## config.mk

```make
export PLATFORM = sky130hd
export DESIGN_NAME = tmr_time_redundant_alu_sequencer
export DESIGN_NICKNAME = d
export VERILOG_FILES = /design/src/rtl/tmr_time_redundant_alu_sequencer.sv
export SDC_FILE = /design/constraint.sdc
export NUM_CORES = 1
export LEC_CHECK = 0
export ABC_AREA = 1
export BUFFER_PORTS_ARGS = -buffer_cell sky130_fd_sc_hd__buf_2
export CORE_MARGIN = 2
export CORE_UTILIZATION = 55
export CTS_BUF_LIST = sky130_fd_sc_hd__clkbuf_4
export CTS_CLUSTER_SIZE = 16
export DETAILED_ROUTE_END_ITERATION = 8
export PLACE_DENSITY_LB_ADDON = 0.2
export SKIP_LAST_GASP = 1
export SLEW_MARGIN = 20
export SYNTH_ARGS = -nofsm -noshare
export SYNTH_HDL_FRONTEND = slang
export SYNTH_SLANG_ARGS = --single-unit
```

## constraint.sdc

```tcl
create_clock -name clock -period 2.3 [get_ports clock]
set_clock_uncertainty 0.2 [all_clocks]
set_input_delay 0.23 -clock clock [delete_from_list [all_inputs] [get_ports clock]]
set_output_delay 0.23 -clock clock [all_outputs]
set_load 0.01 [all_outputs]
```

## src/rtl/tmr_time_redundant_alu_sequencer.sv

```systemverilog
// Time-redundant ALU controller: runs each operation three times on one shared ALU,
// votes the captures, retries the triple on no-majority, and reports fault status.

module generic_ternary_voter_32bit (
  input  logic [31:0] a,
  input  logic [31:0] b,
  input  logic [31:0] c,
  output logic [31:0] y,
  output logic        error_detected,
  output logic        invalid_output
);
  always_comb begin
    y              = a;
    error_detected = 1'b0;
    invalid_output = 1'b0;
    if (a == b && b == c) begin
      y = a;
    end else if (a == b || a == c) begin
      y              = a;
      error_detected = 1'b1;
    end else if (b == c) begin
      y              = b;
      error_detected = 1'b1;
    end else begin
      error_detected = 1'b1;
      invalid_output = 1'b1;
    end
  end
endmodule

module tmr_time_redundant_alu_sequencer #(
  parameter int ALU_LAT   = 1,
  parameter int MAX_RETRY = 2,
  parameter int RW        = 2
) (
  input  logic          clock,
  input  logic          reset_n,
  input  logic          req_valid,
  output logic          req_ready,
  input  logic [4:0]    req_opcode,
  input  logic [31:0]   req_a,
  input  logic [31:0]   req_b,
  output logic [4:0]    alu_opcode,
  output logic [31:0]   alu_a,
  output logic [31:0]   alu_b,
  output logic          alu_start,
  input  logic [31:0]   alu_result,
  output logic          resp_valid,
  input  logic          resp_ready,
  output logic [31:0]   resp_result,
  output logic          resp_corrected,
  output logic          resp_fail,
  output logic [RW-1:0] resp_retries,
  output logic [15:0]   err_count,
  output logic [15:0]   fail_count
);
  localparam int WW = (ALU_LAT > 1) ? $clog2(ALU_LAT) : 1;

  typedef enum logic [2:0] {S_IDLE, S_START, S_WAIT, S_VOTE, S_RESP} state_t;

  state_t        state;
  logic [1:0]    k;
  logic [RW-1:0] retries;
  logic [WW-1:0] wcnt;
  logic [31:0]   cap_a, cap_b, cap_c;
  logic [31:0]   vote_y;
  logic          vote_err, vote_inv;

  generic_ternary_voter_32bit u_voter (
    .a              (cap_a),
    .b              (cap_b),
    .c              (cap_c),
    .y              (vote_y),
    .error_detected (vote_err),
    .invalid_output (vote_inv)
  );

  always_ff @(posedge clock or negedge reset_n) begin
    if (!reset_n) begin
      state          <= S_IDLE;
      k              <= '0;
      retries        <= '0;
      wcnt           <= '0;
      cap_a          <= '0;
      cap_b          <= '0;
      cap_c          <= '0;
      req_ready      <= 1'b1;
      alu_opcode     <= '0;
      alu_a          <= '0;
      alu_b          <= '0;
      alu_start      <= 1'b0;
      resp_valid     <= 1'b0;
      resp_result    <= '0;
      resp_corrected <= 1'b0;
      resp_fail      <= 1'b0;
      resp_retries   <= '0;
      err_count      <= '0;
      fail_count     <= '0;
    end else begin
      alu_start <= 1'b0;
      case (state)
        S_IDLE: begin
          if (req_valid) begin
            alu_opcode <= req_opcode;
            alu_a      <= req_a;
            alu_b      <= req_b;
            k          <= '0;
            retries    <= '0;
            req_ready  <= 1'b0;
            alu_start  <= 1'b1;
            state      <= S_START;
          end
        end
        S_START: begin
          wcnt  <= '0;
          state <= S_WAIT;
        end
        S_WAIT: begin
          if (wcnt == WW'(ALU_LAT - 1)) begin
            case (k)
              2'd0:    cap_a <= alu_result;
              2'd1:    cap_b <= alu_result;
              default: cap_c <= alu_result;
            endcase
            if (k != 2'd2) begin
              k         <= k + 2'd1;
              alu_start <= 1'b1;
              state     <= S_START;
            end else begin
              state <= S_VOTE;
            end
          end else begin
            wcnt <= wcnt + WW'(1);
          end
        end
        S_VOTE: begin
          // alu_start is raised on the transition so it is high exactly in START
          if (vote_inv && retries < RW'(MAX_RETRY)) begin
            retries   <= retries + RW'(1);
            k         <= '0;
            alu_start <= 1'b1;
            state     <= S_START;
          end else begin
            resp_valid     <= 1'b1;
            resp_result    <= vote_y;
            resp_corrected <= vote_err & ~vote_inv;
            resp_fail      <= vote_inv;
            resp_retries   <= retries;
            if (vote_err && !vote_inv && err_count != 16'hFFFF)
              err_count <= err_count + 16'd1;
            if (vote_inv && fail_count != 16'hFFFF)
              fail_count <= fail_count + 16'd1;
            state <= S_RESP;
          end
        end
        S_RESP: begin
          if (resp_ready) begin
            resp_valid <= 1'b0;
            req_ready  <= 1'b1;
            state      <= S_IDLE;
          end
        end
        default: state <= S_IDLE;
      endcase
    end
  end
endmodule

```

After elaboration in Yosys (flattened, before gate mapping)
Index checks and enable logic that the tools add are counted.
{ "op_classes": {"n_mux": 33, "n_bitwise": 5, "n_lt_le_gt_ge": 1, "eq_ne": 17, "n_addsub": 5, "n_reduce_logical": 27} }
{ "op_table": {"columns": ["op", "count"], "rows": [
  ["equality test 32 bit", 3],
  ["two-way mux 32 bit", 3],
  ["adder 16 x 1 -> 16 bit, second input constant", 2],
  ["inequality test 16 bit, second input constant", 2],
  ["AND reduction 3 bit", 9],
  ["case mux 3 bit (5 select lines)", 1],
  ["inequality test 2 bit, second input constant", 7],
  ["two-way mux 1 bit", 13],
  ["two-way mux 2 bit", 6],
  ["two-way mux 3 bit", 4],
  ["nonzero test 2 bit", 4],
  ["equality test 3 x 2 -> 1 bit, second input constant", 2],
  ["case mux 1 bit (2 select lines)", 3],
  ["case mux 2 bit (3 select lines)", 1],
  ["logical AND 1 bit", 5],
  ["AND reduction 5 bit", 1],
  ["adder 2 x 1 -> 2 bit, second input constant", 2],
  ["NOT 1 bit", 4],
  ["case mux 2 bit (2 select lines)", 1],
  ["AND reduction 2 bit", 2],
  ["equality test 3 x 1 -> 1 bit, second input constant", 1],
  ["equality test 3 bit, second input constant", 1],
  ["zero test 3 bit", 1],
  ["case mux 1 bit (3 select lines)", 1],
  ["other kinds (9)", 9]
]} }
{ "word_totals": {"reg_bits": 244, "word_cells": 107, "inputBits": 105} }

Longest topological paths before layout
Gate-level depths: netlist of the first run.
{ "logic_depth": {"depth_word": 8, "mapped_depth": 16, "depth_no_buf": 15} }

Cells and area by module
A second synthesis of the first run with hierarchy kept.
{ "unflattened": {"cells_unflattened": 1549, "area_unflattened_um2": 11949.0} }
{ "modules_own_cells": {"columns": ["mod", "cells_per_inst", "instances", "seq_area_each_um2", "area_per_inst_um2"], "rows": [
  ["tmr_time_redundant_alu_sequencer", 1149, 1, 6082.1, 9889.5],
  ["generic_ternary_voter_32bit", 400, 1, 0.0, 2059.5]
]} }

Worst setup path after synthesis of the first run
No wires, ideal clock.
{ "synth_path": {"kind": "reg-to-reg", "startpoint": "register fail_count[0]", "endpoint": "register fail_count[11]", "setup_time_ps": 120, "path_stages_with_launch": 11, "path_buffers": 1, "slack_ps": 324, "t_arrival_ps": 1656, "path_cell_list": "dfrtp_1 > ha_1 > inv_1 > nor4_4 > nand3_2 > nor2_2 > a21oi_2 > nand2_4 > buf_6 > o21ai_1 > nand2_1"} }
{ "synth_between": {"elab_chain_len": 3, "word_cells_on_any_way": 4, "classes_between": "1 x add/sub; 1 x eq/ne; 2 x reduce/logical"} }
{ "synth_lines": {"columns": ["element", "line_no", "source"], "rows": [
  ["start: declaration", "55", "output logic [15:0] fail_count"],
  ["start signal: assignment", "152", "fail_count <= fail_count + 16'd1;"],
  ["branches (longest 3 deep; another with adder 16 x 1 -> 16 bit)", null, null]
]} }
Several ways; the timed one is not identified.
A chain may end at the register's enable or synchronous reset.

Worst setup path after layout of the first run
{ "layout_path": {"startpoint": "register state[2]", "endpoint": "register alu_a[23]"} }
{ "layout_between": {"elab_chain_len": 2} }
{ "layout_lines": {"columns": ["element", "line_no", "source"], "rows": [
  ["start: declaration", "61", "state_t state;"],
  ["start signal: assignment", "80", "state <= S_IDLE;"],
  ["start signal: assignment", "111", "state <= S_START;"],
  ["start signal: assignment", "116", "state <= S_WAIT;"],
  ["zero test 3 bit", "101", "case (state)"],
  ["AND reduction 2 bit (no source line)", null, null],
  ["end signal: assignment", "105", "alu_a <= req_a;"],
  ["end: declaration", "44", "output logic [31:0] alu_a,"]
]} }
No other way between the ends.

==> summary.txt, run 1 <==
Final layout
  • Final net count: about 2100
  • Layout Area Growth over Synthesis: 35.8%
  • Final design utilization: 0.759
  • Ratio of cells with drive above 1 in the final layout: 0.228
  • Final Non-Filler Cells: 2338

Clock network
  • CTS Buf Count: 67
  • CTS clock-pin slew for the worst setup and hold paths: 80 ps
  • Clk_lat worst skew: 680 ps
  • CTS tree: yes
  • Bufs on Longest Clock Path: 3
  • Clk root buf: clkbuf_4
  • # clock sinks: 243
  • Htree depth: 3

Critical path
  • CP Capture Type: flip-flop
  • Critical Path Source Type: flip-flop
  • Worst Path Required: 2690 ps
  • Crit path DAT: roughly 2700 ps
  • Crit-path max FO: 8
  • Crit path kind: reg2reg

STA
  • Ratio of final minimum period to clock period: 0.988
  • Final setup viols: 0
  • Slew HR: 0.560
  • Fmax: roughly 440 MHz
  • Hold Vio Cnt, Final: 0
  • Fin Setup TNS: 0 ps
  • Slew at the pin closest to its max-slew limit: 659 ps
  • Final period demand of the worst path: roughly 2300 ps
  • Max Transition Viols Final: 0
  • Final critical-path setup slack: around 27 ps

Hold path
  • Tightest Hold Check Type: in2reg

GRT
  • Pin count of the biggest net entering global routing: 71
  • Vias in the first global route: 12100
  • First-pass GRT wire length: 58.7 mm
  • Initial antenna violation count: 4
  • Global route overflow: 0
  • GRT Util Overall: 0.308

Yosys
  • Register area share after synthesis: 0.500
  • Post-synthesis cell type count: 36
  • Synth Area in Simple Gates: 0.300
  • Commonest register cell after synthesis: dfrtp_1
  • Main combinational cell family by area after synthesis: simple AND/OR/NAND/NOR gates
  • Post-synthesis xor/xnor area fraction: 0.0755
  • Mux contribution to synthesized area: 0
  • Top cells by count, synth: 723 x nand2_1, 242 x dfrtp_1, 117 x inv_1
  • Synth Warn #: 0
  • Mapped cell area: 12200 sq um
  • FFs w/ async S/R, synth: 1.00
  • Synth Area in Adders: 0.00514
  • Mapped Avg Cell Area: 7.84 sq um
  • Top cell type by total area after synthesis: dfrtp_1
  • Register bit total from synthesis: 243
  • Instance count of the mapped netlist: 1552
  • Synth Area in Compound Gates: 0.0531
  • Synth top area share: 0.498
  • Syn nets: between 1500 and 2000
  • Synth area leaders: dfrtp_1 50%, nand2_1 22%, xnor2_1 5.6%
  • Most common cell in the netlist: nand2_1
  • Post-synth EDFFs: 0

Place
  • Placer Congestion: 0.874
  • Pre-CTS setup slack: 106 ps
  • I/O Buffers: approximately 240
  • Placed cells: 2037
  • Dpl hpwl: between 20 and 25 mm

Drt
  • First-pass iteration count of the detailed router: 7
  • DR vias: 11900
  • Final WL: 37.3 mm
  • Met2 Routed Length: between 15 and 20 mm
  • Final ANT Viol Nets: 0
  • Via density: 5.11
  • Routed wire length per instance: 16.0 microns
  • Wire length on met3: 2.65 mm
  • First DRT Iteration DRCs: 792
  • M1 wire length: 14.8 mm
  • Top Metal Used: met4
  • DRC errors left: 0

Flow run
  • Max-cap violations: 0

Pwr
  • P per Cell Area: 1270 nW/um^2
  • Worst IR Drop VDD: about 0.73 mV
  • Pleak: 8.99 nW

Floorplan
  • Area of the die: roughly 23000 sq um
  • # IOs: 245
  • Initial Util: 0.559
  • Placeable Area: 21800 sq um
  • Die width: approximately 150 microns
  • Die height: roughly 150 microns
  • # rows: 54

Status
  • Outcome: finished clean
## report_power, final
group          switching, mW  internal [mW]  total [mW]
clock network           1.86           2.12        3.98
registers               1.85           6.12        7.97
logic                   4.81           4.20        9.01
total                   8.52           12.4        21.0
## cell usage in the layout (no fill, tap or decap), types with 7 or more instances in the layout
master         Yosys  layout
buf_12             1      12
buf_2              7     243
buf_4              5      13
clkbuf_4           0     102
dfrtp_1          242     234
dfrtp_2            0       8
dlygate4sd3_1      0     169
inv_1            117     115
inv_2              7      11
nand2_1          723     717
nand2_2           25      31
nand3_1           25      25
nand4_1            8       8
nor2_1            70      64
nor2_2            10      14
nor3_1            12      12
o21ai_0          116     116
o21ai_1            7       7
xnor2_1           78      77
xor2_1            25      25
## per-stage QoR
step	area [sq um]	hold WS (ps)	power, mW
after floorplan	12200	-266	12.7
after global placement	13700	-34.6	14.8
after detailed placement	13700	-41.4	15.1
after CTS	16200	69.8	20.2
after global routing	16500	94.7	22.5
final	16500	94.5	21.0
## path summary, 6_finish.rpt
kind                                 startpoint              end  cells after the start  slack, ps
worst max-delay path                   state[2]        alu_a[23]                     10         30
worst min-delay path                   req_a[9]         alu_a[9]                      4         90
worst max register to register         state[2]        alu_a[23]                     10         30
worst min register to register  resp_result[17]  resp_result[17]                      2        260
max in group asynchronous               reset_n        req_ready                      4       1030
min in group asynchronous               reset_n   resp_result[8]                      4        510
## per-layer routing
layer / up-vias / GRT usage
li1: 5684 / -
met1: 5584 / 0.371
met2: 511 / 0.516
met4: 0 / 0.158
met3: 167 / 0.0751
met5: - / 0
## kinds of logic after synthesis
logic type	count (synthesis)
AOI/OAI and AO/OA	127
xor gates and xnor gates	104
DFF	243
adders and majority gates	5
and+or+nand+nor	888
buffers and inverters	185
## area by class of cell
cell class / count / area, sq um
flip-flops and latches: 243 / 6090
clock buffers: 102 / 766
multi-input cells: 1125 / 5330
diodes: 5 / 12.5
clock inverters: 11 / 72.6
repair buffers: 446 / 3410
inverters: 126 / 482
well taps: 280 / 350
fillers: 1554 / 5240
## registers in the layout, indices dropped and copies added, names as in the netlist, 5 cells and up
signal and flops:
cap_c 32, alu_b 32, cap_a 32, cap_b 32, fail_count 16, resp_result 32, alu_a 32, err_count 16
alu_opcode 5
## repair_timing
item,in CTS,in global routing
endpoints found under the setup margin,0,132
setup buffers,0,4
hold buffers,170,0
endpoints found under the hold margin,417,0
gates resized for setup,0,27
## worst max-delay path, stage by stage (launching register included)
cell	delay (ps)
dfrtp_1	400
nor2_2	150
inv_2	60
nor2_2	110
nand2_2	120
clkinvlp_4	130
buf_12	150
clkbuf_16	160
nand2_1	50
nand2_1	90
dlygate4sd3_1	570
No activity file was read; power rests on OpenSTA's default activity.
==> inputs of run 2 (changes only) <==
--- a/config.mk
+++ b/config.mk
@@ -12,6 +12,7 @@
 export CTS_BUF_LIST = sky130_fd_sc_hd__clkbuf_4
 export CTS_CLUSTER_SIZE = 16
 export DETAILED_ROUTE_END_ITERATION = 8
+export MAX_ROUTING_LAYER = met4
 export PLACE_DENSITY_LB_ADDON = 0.2
 export SKIP_LAST_GASP = 1
 export SLEW_MARGIN = 20
==> summary.txt, run 2 (synthesis results as in run 1) <==
Final layout
  • Final net count: approximately 2100
  • Most common cell after layout, fill and taps aside: nand2_1
  • Fill cells: 1542
  • Layout Area Growth over Synthesis: 36.8%
  • Final Non-Filler Cells: 2341
  • Ratio of cells with drive above 1 in the final layout: 0.237
  • Final std cell area, no fill: 16600 sq um
  • Most frequent cells in the layout: 716 x nand2_1, 243 x buf_2, 230 x dfrtp_1

Drt
  • Via density: 5.13
  • Wire length on met3: 2.65 mm
  • Final ANT Viol Nets: 0
  • DRC errors left: 0
  • Top Metal Used: met4
  • M1 wire length: 15.0 mm
  • First DRT Iteration DRCs: 849
  • Met2 Routed Length: between 15 and 20 mm
  • DR vias: 12000
  • First-pass iteration count of the detailed router: 6
  • Final WL: 37.7 mm
  • Routed wire length per instance: 16.1 microns

Critical path
  • CP max stage delay: 570 ps
  • Buf/Inv on CP: 5
  • CP Capture Type: flip-flop
  • Crit path DAT: 2710 ps
  • Critical Path Source Type: flip-flop
  • CP Cell Sequence: nor2_2 -> inv_1 -> nor2_2 -> nand2_2 -> clkinvlp_4 -> buf_12 -> clkbuf_16 -> nand2_1 -> nand2_1 -> dlygate4sd3_1
  • Cell at the slowest stage of the critical path: dlygate4sd3_1
  • Worst Path Required: 2690 ps
  • Crit path kind: reg2reg
  • Dominant delay contributor by cell family on the critical path: buffers and inverters
  • Crit-path max FO: 8

Place
  • Dpl hpwl: 20.7 mm
  • I/O Buffers: roughly 240
  • Area after DPL: 13700 sq um
  • Placed cells: 2037
  • Placer Congestion: 0.888

Clock network
  • Bufs on Longest Clock Path: 3
  • CTS clock-pin slew for the worst setup and hold paths: 70 ps
  • Clk root buf: clkbuf_4
  • Htree depth: 3
  • Clk_lat worst skew: between 600 and 700 ps
  • CTS Buf Count: 67
  • CTS tree: yes
  • # clock sinks: 243

STA
  • Final critical-path setup slack: -19.0 ps
  • Ratio of final minimum period to clock period: 1.01
  • Final period demand of the worst path: about 2300 ps
  • Max Transition Viols Final: 0
  • Slew HR: 0.556
  • Unrepaired setup endpoints after global routing: true
  • Slew at the pin closest to its max-slew limit: 666 ps
  • Fmax: 431 MHz
  • Hold Vio Cnt, Final: 0
  • Final setup viols: 2

Floorplan
  • Initial Util: 0.559
  • Die width: 153 microns
  • Area of the die: 23300 sq um
  • Die height: 153 microns
  • Placeable Area: between 20000 and 25000 sq um
  • # rows: 54
  • # IOs: 245

Status
  • Outcome: complete, but fails checks
  • Failing checks: negative setup slack

Pwr
  • P per Cell Area: 1270 nW/um^2
  • Pleak: approximately 9 nW
  • Worst IR Drop VDD: around 0.73 mV

GRT
  • Vias in the first global route: 12100
  • Global route overflow: 0
  • GRT Util Overall: 0.318
  • Initial antenna violation count: 5
  • Pin count of the biggest net entering global routing: 71
  • First-pass GRT wire length: 58.8 mm

Hold path
  • Tightest Hold Check Type: in2reg

Flow run
  • Max-cap violations: 0
==> run 2: what timing repair did <==
action	in CTS	in global routing
setup endpoints to repair	0	132
hold buffers	170	0
setup buffers	0	6
hold endpoints to repair	417	0
gates resized for setup	0	49
==> run 2: through the flow <==
step                      total power, mW  setup WS, ps  hold WS (ps)  setup TNS, ps  utilization
final                                21.1         -19.0          92.8          -21.1        0.765
after global routing                 22.7          -119          86.6          -3950        0.765
after CTS                            20.2          72.8          69.8              0        0.746
after detailed placement             15.1           106         -41.4              0        0.629
after global placement               14.8           175         -34.6              0        0.629
after floorplan                      12.7           324          -266              0            -
==> run 2: cell type report <==
cell class / count / area, sq um / area share
Sequential cell: 243 / 6100 / 0.366
Multi-Input combinational cell: 1126 / 5430 / 0.326
Timing Repair Buffer: 448 / 3430 / 0.206
Clock buffer: 102 / 766 / 0.0460
Inverter: 126 / 482 / 0.0290
Tap cell: 280 / 350 / 0.0211
Clock inverter: 11 / 72.6 / 0.00436
Antenna cell: 5 / 12.5 / 0.000752
==> run 2: report_power, final <==
group | internal [mW] | total, mW | switching, mW
clock network | 2.12 | 3.98 | 1.86
registers | 6.12 | 8.00 | 1.88
logic | 4.28 | 9.13 | 4.85
total | 12.5 | 21.1 | 8.59
==> run 2: per-layer routing <==
layer | up-vias | GRT usage
met1 | 5602 | 0.374
li1 | 5697 | -
met4 | 0 | 0.159
met5 | - | -
met3 | 173 | 0.0737
met2 | 528 | 0.515
==> run 2: tightest hold or removal path: stages <==
cell and delay [ps]:
dlygate4sd3_1 530, buf_2 100, nand2_1 50, nand2_1 60
==> run 2: path summary, 6_finish.rpt <==
kind	start	to	slack (ps)	cells after the start
setup / recovery	state[2]	alu_a[23]	-20	10
hold reg to reg	resp_result[10]	resp_result[10]	260	2
setup reg to reg	state[2]	alu_a[23]	-20	10
max in group asynchronous	reset_n	req_ready	1020	4
min in group asynchronous	reset_n	resp_result[8]	510	4
hold / removal	req_a[9]	alu_a[9]	90	4
==> inputs of run 3 (changes only) <==
--- a/config.mk
+++ b/config.mk
@@ -14,6 +14,7 @@
 export DETAILED_ROUTE_END_ITERATION = 8
 export MAX_ROUTING_LAYER = met4
 export PLACE_DENSITY_LB_ADDON = 0.2
+export SKIP_CTS_REPAIR_TIMING = 1
 export SKIP_LAST_GASP = 1
 export SLEW_MARGIN = 20
 export SYNTH_ARGS = -nofsm -noshare
==> constraint.sdc (replaced) <==
create_clock -name clock -period 2.3 [get_ports clock]
set_clock_uncertainty 0.2 [all_clocks]
set_input_delay 0.23 -clock clock [delete_from_list [all_inputs] [get_ports clock]]
set_output_delay 0.23 -clock clock [all_outputs]
set_load 0.02 [all_outputs]
==> summary.txt, run 3 (synthesis results as in run 1) <==
Clock network
  • Clk_lat worst skew: 660 ps
  • Bufs on Longest Clock Path: 3
  • Clk root buf: clkbuf_4
  • CTS tree: yes
  • CTS Buf Count: 67
  • CTS clock-pin slew for the worst setup and hold paths: 60 ps
  • Htree depth: 3
  • # clock sinks: 243

Pwr
  • Worst IR Drop VDD: 0.737 mV
  • P per Cell Area: 1280 nW/um^2
  • Pleak: around 8.6 nW

Final layout
  • Final Non-Filler Cells: 2261
  • Layout Area Growth over Synthesis: 29.0%
  • Most frequent cells in the layout: 718 x nand2_1, 243 x buf_2, 236 x dfrtp_1
  • Final net count: 2046
  • Ratio of cells with drive above 1 in the final layout: 0.228
  • Most common cell after layout, fill and taps aside: nand2_1

Floorplan
  • Area of the die: ~23000 sq um
  • Die width: 153 microns
  • # rows: between 50 and 60
  • Initial Util: 0.559
  • # IOs: 245
  • Placeable Area: 21800 sq um
  • Die height: about 150 microns

Flow run
  • Max-cap violations: 0

STA
  • Slew HR: 0.553
  • Final hold slack: 101 ps
  • Final critical-path setup slack: 113 ps
  • Slew at the pin closest to its max-slew limit: 670 ps
  • Max Transition Viols Final: 0
  • Hold Vio Cnt, Final: 0
  • Final setup viols: 0
  • Fmax: 457 MHz
  • Ratio of final minimum period to clock period: 0.951
  • Final period demand of the worst path: approximately 2200 ps

GRT
  • Pin count of the biggest net entering global routing: slightly above 70
  • GRT Util Overall: 0.268
  • Vias in the first global route: around 11000
  • Initial antenna violation count: 1
  • Global route overflow: 0
  • First-pass GRT wire length: 50.1 mm

Place
  • Placed cells: between 2000 and 2500
  • Placer Congestion: slightly below 0.9
  • Dpl hpwl: 20.7 mm
  • I/O Buffers: 244
  • Pre-CTS setup slack: around 110 ps

Drt
  • First-pass iteration count of the detailed router: 5
  • Via density: roughly 5
  • DRC errors left: 0
  • Final WL: 32.6 mm
  • DR vias: 11300
  • Routed wire length per instance: 14.4 microns
  • First DRT Iteration DRCs: 743
  • Final ANT Viol Nets: 0

Hold path
  • Tightest Hold Check Type: in2reg

Critical path
  • Crit path DAT: 2520 ps
  • Crit path kind: reg2reg
  • Critical Path Source Type: flip-flop
  • Crit-path max FO: 8
  • CP Capture Type: flip-flop
  • Worst Path Required: around 2600 ps

Status
  • Outcome: finished clean
## run 3: cell count changes in the layout (fill, tap and decap cells not counted), moves of 3 or more
cell and change:
nor2_4 -4, xnor2_2 -6, diode_2 -4, clkbuf_16 -4, xnor2_1 +6, buf_6 -3, dfrtp_2 -6, dlygate4sd3_1 -63
nor2_1 +6, dfrtp_1 +6, buf_12 -3
## run 3: metal layers
layer / GRT usage / up-vias / routed length (microns)
met5: - / - / 0
met4: 0.100 / 0 / 1080
met3: 0.0666 / 92 / 2030
met2: 0.422 / 402 / 15500
met1: 0.336 / 5247 / 13900
li1: - / 5527 / -
## run 3: final timing paths
| path | start | end | slack, ps | depth (start not counted) |
|---|---|---|---|---|
| max in group asynchronous | reset_n | req_ready | 1000 | 4 |
| min in group asynchronous | reset_n | resp_result[9] | 540 | 4 |
| worst min register to register | resp_result[12] | resp_result[12] | 270 | 2 |
| worst max-delay path | cap_b[28] | err_count[8] | 110 | 15 |
| worst min-delay path | req_b[13] | alu_b[13] | 100 | 4 |
| worst max register to register | cap_b[28] | err_count[8] | 110 | 15 |
## run 3: per-stage QoR
stage                     total power [mW]  cell area [sq um]   util  setup TNS [ps]
after floorplan                       13.4              12200      -               0
after detailed placement              15.9              13700  0.629               0
final                                 20.1              15700  0.721               0
after global placement                15.6              13700  0.629               0
after global routing                  21.7              15700  0.721           -16.2
after CTS                             19.9              14500  0.667               0
## run 3: power by group
part           switching [mW]  total (mW)  internal [mW]
registers                1.77        7.88           6.11
clock network            1.80        3.92           2.12
logic                    5.02        8.27           3.25
## run 3: worst max-delay path, cell delays in order, from the launching register on
cell	delay (ps)
dfrtp_1	420
inv_1	90
nand2_1	50
nand2_1	50
nand2_1	80
inv_1	70
nand2_1	50
nor2_1	190
nand2_2	130
nor2_8	180
nand2_4	100
nand3_4	110
nor2_8	70
buf_4	160
nand2_2	60
nand2_2	40
## run 3: layout make-up
type / count / area, sq um
antenna: 1 / 2.50
clock buffer: 102 / 766
clock inverter: 11 / 72.6
fill: 1714 / 6070
inverter: 126 / 478
multi-input combinational: 1125 / 5320
sequential: 243 / 6090
tap: 280 / 350
timing repair buffer: 373 / 2600
